$ cat config.mk
export PLATFORM = sky130hd
export DESIGN_NAME = note_sequencer
export DESIGN_NICKNAME = d
export VERILOG_FILES = /design/src/rtl/note_seq_pkg.sv /design/src/rtl/seq_tick_div.sv /design/src/rtl/note_sequencer.sv
export SDC_FILE = /design/constraint.sdc
export NUM_CORES = 1
export LEC_CHECK = 0
export ABC_AREA = 1
export CAP_MARGIN = 25
export CORE_ASPECT_RATIO = 1.4
export CORE_MARGIN = 2
export CORE_UTILIZATION = 25
export CTS_CLUSTER_DIAMETER = 150
export CTS_CLUSTER_SIZE = 40
export DETAILED_ROUTE_END_ITERATION = 8
export GPL_TIMING_DRIVEN = 0
export PLACE_DENSITY = 0.52
export RECOVER_POWER = 25
export SYNTH_ARGS = -nofsm -noshare
export SYNTH_HDL_FRONTEND = slang
export SYNTH_SLANG_ARGS = --single-unit
export TNS_END_PERCENT = 100
$ cat constraint.sdc
create_clock -name clk -period 4.07 [get_ports clk]
set_input_delay 0.407 -clock clk [delete_from_list [all_inputs] [get_ports clk]]
set_output_delay 0.407 -clock clk [all_outputs]
set_load 0.01 [all_outputs]
$ cat src/rtl/note_seq_pkg.sv
// note_seq_pkg: shared types and constants for the note sequencer.
//   seq_state_t  playback state (IDLE / GATE_ON / GATE_OFF)
//   step_t       pattern RAM entry {rest, freq_bin[3:0]}
//   REST_ENTRY   reset value of every pattern entry
//   LFSR_*       random step-order generator (used only with NOTE_SEQ_RANDOM_EN)
package note_seq_pkg;

    typedef enum logic [1:0] {
        IDLE     = 2'd0,
        GATE_ON  = 2'd1,
        GATE_OFF = 2'd2
    } seq_state_t;

    typedef struct packed {
        logic       rest;
        logic [3:0] freq_bin;
    } step_t;

    localparam step_t REST_ENTRY = '{rest: 1'b1, freq_bin: 4'h0};

    // x^8 + x^6 + x^5 + x^4 + 1, shifting left: feedback from bits 7,5,4,3
    localparam logic [7:0] LFSR_TAPS = 8'b1011_1000;
    localparam logic [7:0] LFSR_SEED = 8'h01;

    function automatic logic [7:0] lfsr_next(input logic [7:0] s);
        return {s[6:0], ^(s & LFSR_TAPS)};
    endfunction

endpackage

$ cat src/rtl/seq_tick_div.sv
// seq_tick_div: free-running clock divider producing the sample-rate strobe.
//   clk, rst_n   clock, asynchronous active-low reset
//   sample_tick  1-clk pulse on the cycle the count equals CLK_DIV-1
module seq_tick_div #(
    parameter int unsigned CLK_DIV = 1134
) (
    input  logic clk,
    input  logic rst_n,
    output logic sample_tick
);

    localparam int unsigned CW = (CLK_DIV > 1) ? $clog2(CLK_DIV) : 1;
    localparam logic [CW-1:0] LAST = CW'(CLK_DIV - 1);

    logic [CW-1:0] cnt_q, cnt_d;

    always_comb begin
        cnt_d = (cnt_q == LAST) ? '0 : cnt_q + CW'(1);
    end

    always_ff @(posedge clk or negedge rst_n) begin
        if (!rst_n) cnt_q <= '0;
        else        cnt_q <= cnt_d;
    end

    assign sample_tick = (cnt_q == LAST);

endmodule

$ cat src/rtl/note_sequencer.sv
// note_sequencer: 16-step programmable note sequencer feeding soundproc.
//   clk, rst_n      clock, asynchronous active-low reset
//   run             1 = play, 0 = stop (gate off, back to step 0)
//   wr_en/addr/data pattern RAM write port, data = {rest, freq_bin}
//   seq_len         index of the last step played before wrapping
//   tempo           step length = (tempo+1)*TEMPO_UNIT sample ticks
//   gate_len        gate duty (gate_len+1)/4 of a step
//   rand_mode       random step order (NOTE_SEQ_RANDOM_EN builds only)
//   sample_tick     sample-rate strobe, every CLK_DIV clocks
//   tone_freq_bin   current note, gate note-on level
//   step_idx        step playing, step_strobe 1-clk pulse on each step load
// Optional feature macro: NOTE_SEQ_RANDOM_EN (LFSR random step order).
module note_sequencer
    import note_seq_pkg::*;
#(
    parameter int unsigned CLK_DIV    = 1134,
    parameter int unsigned TEMPO_UNIT = 512,
    parameter int unsigned STEPS      = 16
) (
    input  logic       clk,
    input  logic       rst_n,
    input  logic       run,
    input  logic       wr_en,
    input  logic [3:0] wr_addr,
    input  logic [4:0] wr_data,
    input  logic [3:0] seq_len,
    input  logic [3:0] tempo,
    input  logic [1:0] gate_len,
    input  logic       rand_mode,
    output logic       sample_tick,
    output logic [3:0] tone_freq_bin,
    output logic       gate,
    output logic [3:0] step_idx,
    output logic       step_strobe
);

    seq_state_t  state_q, state_d;
    logic [13:0] tick_q, tick_d;
    logic [3:0]  step_idx_q, step_idx_d;
    logic [3:0]  tone_q, tone_d;
    logic        gate_q, gate_d;
    logic        strobe_q, strobe_d;
    step_t       ram_q [STEPS];
    step_t       ram_d [STEPS];

    logic [31:0] step_ticks, gate_ticks;
    logic [3:0]  next_addr, load_addr;
    logic        load;
    step_t       entry;

    seq_tick_div #(.CLK_DIV(CLK_DIV)) u_div (
        .clk         (clk),
        .rst_n       (rst_n),
        .sample_tick (sample_tick)
    );

`ifdef NOTE_SEQ_RANDOM_EN
    logic [7:0] lfsr_q, lfsr_d;
`else
    logic unused_rand_mode;
    assign unused_rand_mode = rand_mode;
`endif

    always_comb begin
        step_ticks = (32'(tempo) + 32'd1) * TEMPO_UNIT;
        gate_ticks = (step_ticks >> 2) * (32'(gate_len) + 32'd1);
        // full duty still leaves one low tick so the envelope retriggers
        if (gate_len == 2'd3) gate_ticks = gate_ticks - 32'd1;
    end

    always_comb begin
        next_addr = (step_idx_q >= seq_len) ? 4'd0 : step_idx_q + 4'd1;
`ifdef NOTE_SEQ_RANDOM_EN
        if (rand_mode) next_addr = (lfsr_q[3:0] <= seq_len) ? lfsr_q[3:0] : 4'd0;
`endif
    end

    always_comb begin
        state_d    = state_q;
        tick_d     = tick_q;
        step_idx_d = step_idx_q;
        tone_d     = tone_q;
        gate_d     = gate_q;
        strobe_d   = 1'b0;
        load       = 1'b0;
        load_addr  = 4'd0;
        ram_d      = ram_q;
`ifdef NOTE_SEQ_RANDOM_EN
        lfsr_d     = lfsr_q;
`endif
        if (wr_en) ram_d[wr_addr] = step_t'(wr_data);

        if (!run) begin
            state_d    = IDLE;
            gate_d     = 1'b0;
            step_idx_d = 4'd0;
        end else if (sample_tick) begin
            case (state_q)
                IDLE: begin
                    load      = 1'b1;
                    load_addr = 4'd0;
                end
                GATE_ON, GATE_OFF: begin
                    // >= rather than == so a mid-step tempo/gate shrink cannot overrun
                    if (32'(tick_q) >= step_ticks - 32'd1) begin
                        load      = 1'b1;
                        load_addr = next_addr;
                    end else begin
                        tick_d = tick_q + 14'd1;
                        if (state_q == GATE_ON && 32'(tick_q) + 32'd1 >= gate_ticks) begin
                            state_d = GATE_OFF;
                            gate_d  = 1'b0;
                        end
                    end
                end
                default: state_d = IDLE;
            endcase
        end

        // ram_q (not ram_d) so a same-cycle write to this step is not seen
        entry = ram_q[load_addr];
        if (load) begin
            strobe_d   = 1'b1;
            step_idx_d = load_addr;
            tick_d     = '0;
            if (entry.rest) begin
                gate_d  = 1'b0;
                state_d = GATE_OFF;
            end else begin
                tone_d  = entry.freq_bin;
                gate_d  = 1'b1;
                state_d = GATE_ON;
            end
`ifdef NOTE_SEQ_RANDOM_EN
            lfsr_d = lfsr_next(lfsr_q);
`endif
        end
    end

    always_ff @(posedge clk or negedge rst_n) begin
        if (!rst_n) begin
            state_q    <= IDLE;
            tick_q     <= '0;
            step_idx_q <= '0;
            tone_q     <= '0;
            gate_q     <= 1'b0;
            strobe_q   <= 1'b0;
            for (int unsigned i = 0; i < STEPS; i++) ram_q[i] <= REST_ENTRY;
        end else begin
            state_q    <= state_d;
            tick_q     <= tick_d;
            step_idx_q <= step_idx_d;
            tone_q     <= tone_d;
            gate_q     <= gate_d;
            strobe_q   <= strobe_d;
            ram_q      <= ram_d;
        end
    end

`ifdef NOTE_SEQ_RANDOM_EN
    always_ff @(posedge clk or negedge rst_n) begin
        if (!rst_n) lfsr_q <= LFSR_SEED;
        else        lfsr_q <= lfsr_d;
    end
`endif

    assign tone_freq_bin = tone_q;
    assign gate          = gate_q;
    assign step_idx      = step_idx_q;
    assign step_strobe   = strobe_q;

endmodule

==> run summary, run 1 <==
status = finished with violations
failing checks = max-capacitance violations, max-slew violations
sequential power share = 40.2%
syn nets = 997
ys async rst share = 100%
top_reg_cell synth = dfrtp_1
first-pass GRT wire length = 32000 µm
Clk pwr share = 42.3%
Switching Share = 28.1%
FF-to-FF Start = step_idx[0]
Yosys reg bits = 117
Die W = 148 µm
Reg-to-Reg End = tone_freq_bin[0]
Routed WL = 19300 µm
Top delay family on crit path = adder cells
CP Max Fanout = 9
CP max stage cell = fa_2
Slew @ Worst Pin = 3.01 ns
Post-Place Cell Area = 8090 µm²
initial core utilization = 25.5%
Routed Antenna Nets = 0
DR WL/cell = 14.1 µm
Hold Fails Final Rpt = 0
WHS Endpoint = tone_freq_bin[0]
most frequent cells in the layout = nand2_1, inv_1, dfrtp_1, o21ai_0, nand3_1
die span in y = 206 µm
Distinct cells, synth = 43
Worst Path Required = 4.41 ns
Boundary Pins = 35
Slew Limit Headroom = -101%
# DRC = 0
RD Place Congestion = 0.860
final period utilization = 93.6%
clk sinks = 117
peak supply drop = 0.292 mV
global route overflow = 0
Mapped Area = 7260 µm²
ANT cells = 0
critical path startpoint category = primary input
die area = 30500 µm²
Logic pwr share = 17.5%
GR Util All Layers = 13.5%
net switching power = 0.00102 W
Mapped Cells = 926
CP dominant cell by count = nand2_1
Starting DRT DRC Count = 294
fill count = 3092
Bufs and invs on worst path = 5
share of layout cells above drive strength 1 = 10.8%
vias per inst = 4.43
post-synthesis sequential area ratio = 40.6%
Layout area overhead = 21.3%
power after layout = 0.00361 W
setup violators final = 0
Min-Delay Path Class = reg2reg
fin nets = 1057
CTS tree = built
crit-path max cell delay = 0.54 ns
Yosys warning count = 0
Clock Skew = 0.00988 ns
Tmin final = 3.81 ns
via count = 6087
critical path class = in2reg
Crit. End Element = flip-flop
Synth Area per Inst = 7.84 µm²
clock-pin slew on the worst setup and hold paths = 0.05 ns
Hold Path Stages = 2
Post-synth EDFFs = 0
Core ar. = 28500 µm²
Arrival @ worst endpoint = 4.15 ns
drt first pass iters = 5
commonest non-fill, non-tap cell in the layout = nand2_1
FP Rows = 73
FF-to-FF setup slack = 1.05 ns
clock buffer depth = 2
max frequency = 263 MHz
CTS H-Tree Depth = 4
pin count of the biggest net entering global routing = 69
Worst R2R Path Depth = 13
cell area after layout = 8810 µm²
PortBufs = 32
root buf cell = clkbuf_16
hold wc startpoint = tone_freq_bin[0]
vias in the first global route = 6208
MaxCap Viol Count = 1
initial antenna violation count = 0
Leak Pwr = 4.33 nW
Slew Viols, Final = 50
total CTS buffers = 17
clock latency on the worst-skew pair = 0.42 ns
post-DP HPWL = 14500 µm
Power Internal = 0.00259 W
cell area power density = 410 nW/µm²
==> final cells by class <==
class / instances / area (µm²) / share of cell area, %
multi-input cells: 648 / 3730 / 42.3
clock buffers: 23 / 458 / 5.20
plain buffers: 23 / 148 / 1.68
repair buffers: 41 / 405 / 4.60
flip-flops and latches: 117 / 2950 / 33.5
well taps: 375 / 469 / 5.33
clock inverters: 9 / 133 / 1.51
inverters: 138 / 520 / 5.91
==> power by group through the flow <==
stage | clock (W) | combinational (W) | sequential [W]
floorplan | 0 | 0.000438 | 0.00145
global placement | 0 | 0.000594 | 0.00146
detailed placement | 0 | 0.000608 | 0.00147
CTS | 0.00156 | 0.000622 | 0.00145
global route | 0.00161 | 0.000740 | 0.00147
finish | 0.00153 | 0.000632 | 0.00145
==> registers in the layout, summed over array words and instances (netlist names) <==
register and cells:
gate 1, u_div.cnt_q 11, state_q 2, step_idx 4
tone_freq_bin 4, tick_q 14, step_strobe 1, ram_q 80
==> layer usage <==
metal  GRT usage (%)  wire, µm  up-vias
met5               0         0        -
met4            5.24       460        0
met3            2.24       419       29
met2            25.0     10200       71
met1            15.2      8240     2864
li1                -         -     3123
==> kinds of logic (layout without fill, tap and decap cells) <==
| logic type | count (synthesis) | in the layout | share of synthesized area, % |
|---|---|---|---|
| AO/OA/AOI/OAI | 160 | 160 | 12.3 |
| XOR/XNOR | 28 | 28 | 3.38 |
| adder cells (fa/ha/maj) | 47 | 47 | 8.51 |
| buffers and inverters | 161 | 234 | 9.03 |
| flip-flops | 117 | 117 | 40.6 |
| AND/OR/NAND/NOR | 413 | 413 | 26.2 |
==> repair_timing <==
| action | in CTS | in global routing |
|---|---|---|
| pin swaps | 5 | 11 |
| gates resized for setup | 10 | 21 |
| setup buffers | 3 | 3 |
| endpoints found under the setup margin | 3 | 3 |
| endpoints found under the hold margin | 42 | 0 |
| cloned | 0 | 0 |
| hold buffers | 1 | 0 |
==> worst max-delay path by stage <==
stage / from / endpoint / cells past startpoint
2_1_floorplan: gate_len[0] / state_q[1] / 25
3_3_place_gp: rst_n / u_div.cnt_q[2] / 1
3_5_place_dp: gate_len[0] / state_q[1] / 26
4_1_cts: tempo[2] / state_q[1] / 28
5_1_grt: tempo[0] / state_q[1] / 29
6_report: gate_len[0] / state_q[1] / 26
==> tightest hold or removal path, stage by stage, from the launching register on <==
cell and delay (ns):
dfrtp_1 0.34, nand2_1 0.05, nand2_1 0.05
==> cell usage after synthesis (all sizes together), types with 4 or more instances <==
cell type	number	share of area [%]
buf	10	1.2
xnor2	9	1.1
o21ai	100	6.9
clkbuf	13	0.67
nor2	60	3.4
xor2	19	2.3
dfstp	16	5.8
inv	138	7.2
a21oi	27	2.0
nor3b	7	0.88
nand4	23	2.3
nor3	9	1.0
ha	43	7.4
o211ai	25	2.6
nand2	248	13
nand3	65	5.3
fa	4	1.1
dfrtp	101	35
==> stage by stage <==
step	setup slack, ns	utilization, %	hold WS, ns	setup TNS, ns	std cells
6_report	0.262	30.9	0.475	0	1374
2_1_floorplan	0.352	-	0.111	0	926
3_5_place_dp	-0.740	28.4	0.409	-2.06	1335
5_1_grt	-0.0102	30.9	0.501	-0.0151	1374
3_3_place_gp	-2.41	28.3	0.466	-257.78	1333
4_1_cts	0.0164	30.6	0.480	0	1371
Note: power is estimated with default switching activity, not from simulation.
==> run 2, diff against run 1 <==
- SLEW_MARGIN: default -> 10
- clock period: 4.07 -> 4.53 ns (I/O delays scaled with it)
==> run summary, run 2 (synthesized netlist as in run 1, its figures left out) <==
status = finished with violations
failing checks = max-capacitance violations, max-slew violations
Leak Pwr = 4.26 nW
fin nets = 1051
MaxCap Viol Count = 1
share of layout cells above drive strength 1 = 9.06%
clock buffer depth = 2
Layout area overhead = 19.4%
max frequency = 236 MHz
Arrival @ worst endpoint = 4.58 ns
Largest regs = ram_q: 80 flops, tick_q: 14 flops, u_div.cnt_q: 11 flops
ANT cells = 0
Slew @ Worst Pin = 2.85 ns
CTS tree = built
Die W = 148 µm
GR Util All Layers = 13.4%
clock-pin slew on the worst setup and hold paths = 0.05 ns
critical path startpoint category = primary input
Slew Limit Headroom = -89.8%
crit-path max cell delay = 0.56 ns
die span in y = 206 µm
Starting DRT DRC Count = 324
RD Place Congestion = 0.860
Worst Path Required = 4.88 ns
peak supply drop = 0.266 mV
Crit. End Element = flip-flop
max FFs per register = 80
vias per inst = 4.46
FP Rows = 73
power after layout = 0.00319 W
Core ar. = 28500 µm²
commonest non-fill, non-tap cell in the layout = nand2_1
via count = 6095
setup repair after global routing missed its margin = false
Slew Viols, Final = 51
most frequent cells in the layout = nand2_1, inv_1, dfrtp_1, o21ai_0, nand3_1
Hold Fails Final Rpt = 0
clk sinks = 117
pin count of the biggest net entering global routing = 69
cell area power density = 367 nW/µm²
die area = 30500 µm²
global route overflow = 0
worst hold margin = 0.476 ns
drt first pass iters = 5
Top delay family on crit path = adder cells
Top reg by flops = ram_q
Boundary Pins = 35
Bufs and invs on worst path = 5
initial antenna violation count = 0
CP dominant cell by count = nand2_1
Fin Setup TNS = 0 ns
Tmin final = 4.23 ns
CTS H-Tree Depth = 4
dpl ws = -0.356 ns
final core occ = 30.4%
Routed WL = 19100 µm
DR WL/cell = 14.0 µm
setup violators final = 0
final worst-path setup slack = 0.296 ns
PortBufs = 32
clock latency on the worst-skew pair = 0.42 ns
total CTS buffers = 17
Min-Delay Path Class = reg2reg
first-pass GRT wire length = 31700 µm
CP Max Fanout = 9
root buf cell = clkbuf_16
vias in the first global route = 6163
Clock Skew = 0.00807 ns
critical path class = in2reg
initial core utilization = 25.5%
# DRC = 0
CP max stage cell = clkdlybuf4s50_1
Routed Antenna Nets = 0
final period utilization = 93.5%
post-DP HPWL = 14500 µm
## run 2: cell types whose count changed in the layout (fill, tap and decap cells not counted), moves of 2 or more
cell	change
buf_2	+2
clkbuf_4	+2
inv_6	+2
clkbuf_1	-2
o21ai_0	+2
nand2_2	-2
ha_1	+2
nand2_1	+2
buf_4	-8
clkdlybuf4s50_1	+4
## run 2: stage by stage
stage / instances / cell area [µm²]
floorplan: 926 / 7260
global placement: 1333 / 8050
detailed placement: 1335 / 8090
CTS: 1368 / 8680
global route: 1368 / 8670
finish: 1368 / 8670
## run 2: routing by layer
layer  up-vias  wire length, µm  global-route usage [%]
met5         -                0                       0
met4         0              524                    5.78
met3        28              529                    2.28
met2        91             9990                    24.3
met1      2862             8050                    15.2
li1       3114                -                       -
## run 2: where the power goes
part	internal (W)	leakage [nW]	switching, W
registers	0.00122	1.47	0.0000786
logic	0.000210	2.51	0.000329
clock network	0.000842	0.277	0.000504
total	0.00227	4.26	0.000912
## run 2: layout make-up
| type | count | area, µm² |
|---|---|---|
| sequential | 117 | 2950 |
| tap | 375 | 469 |
| fill | 3141 | 19800 |
| buffer | 23 | 139 |
| clock inverter | 10 | 123 |
| inverter | 138 | 520 |
| multi-input combinational | 648 | 3670 |
| clock buffer | 22 | 464 |
| timing repair buffer | 35 | 342 |
## run 2: what timing repair did
item,in CTS,in global routing
hold endpoints to repair,1,0
gates resized for setup,0,8
endpoints found under the setup margin,0,3
hold buffers,1,0
buffers inserted,0,0
## run 2: tightest hold or removal path: cells and delay by family, from the launching register on
family,cells,cell delay (ns)
flip-flops,1,0.34
AND/OR/NAND/NOR,2,0.10
## run 2: path summary, 6_finish.rpt
| check | startpoint | end | slack, ns | depth (start not counted) |
|---|---|---|---|---|
| max in group asynchronous | rst_n | u_div.cnt_q[7] | 0.73 | 3 |
| min reg2reg | tone_freq_bin[0] | tone_freq_bin[0] | 0.48 | 2 |
| max reg2reg | step_idx[0] | tone_freq_bin[2] | 1.51 | 13 |
| min in group asynchronous | rst_n | ram_q[67] | 1.50 | 2 |
| max | gate_len[0] | state_q[1] | 0.30 | 26 |
| min | tone_freq_bin[0] | tone_freq_bin[0] | 0.48 | 2 |
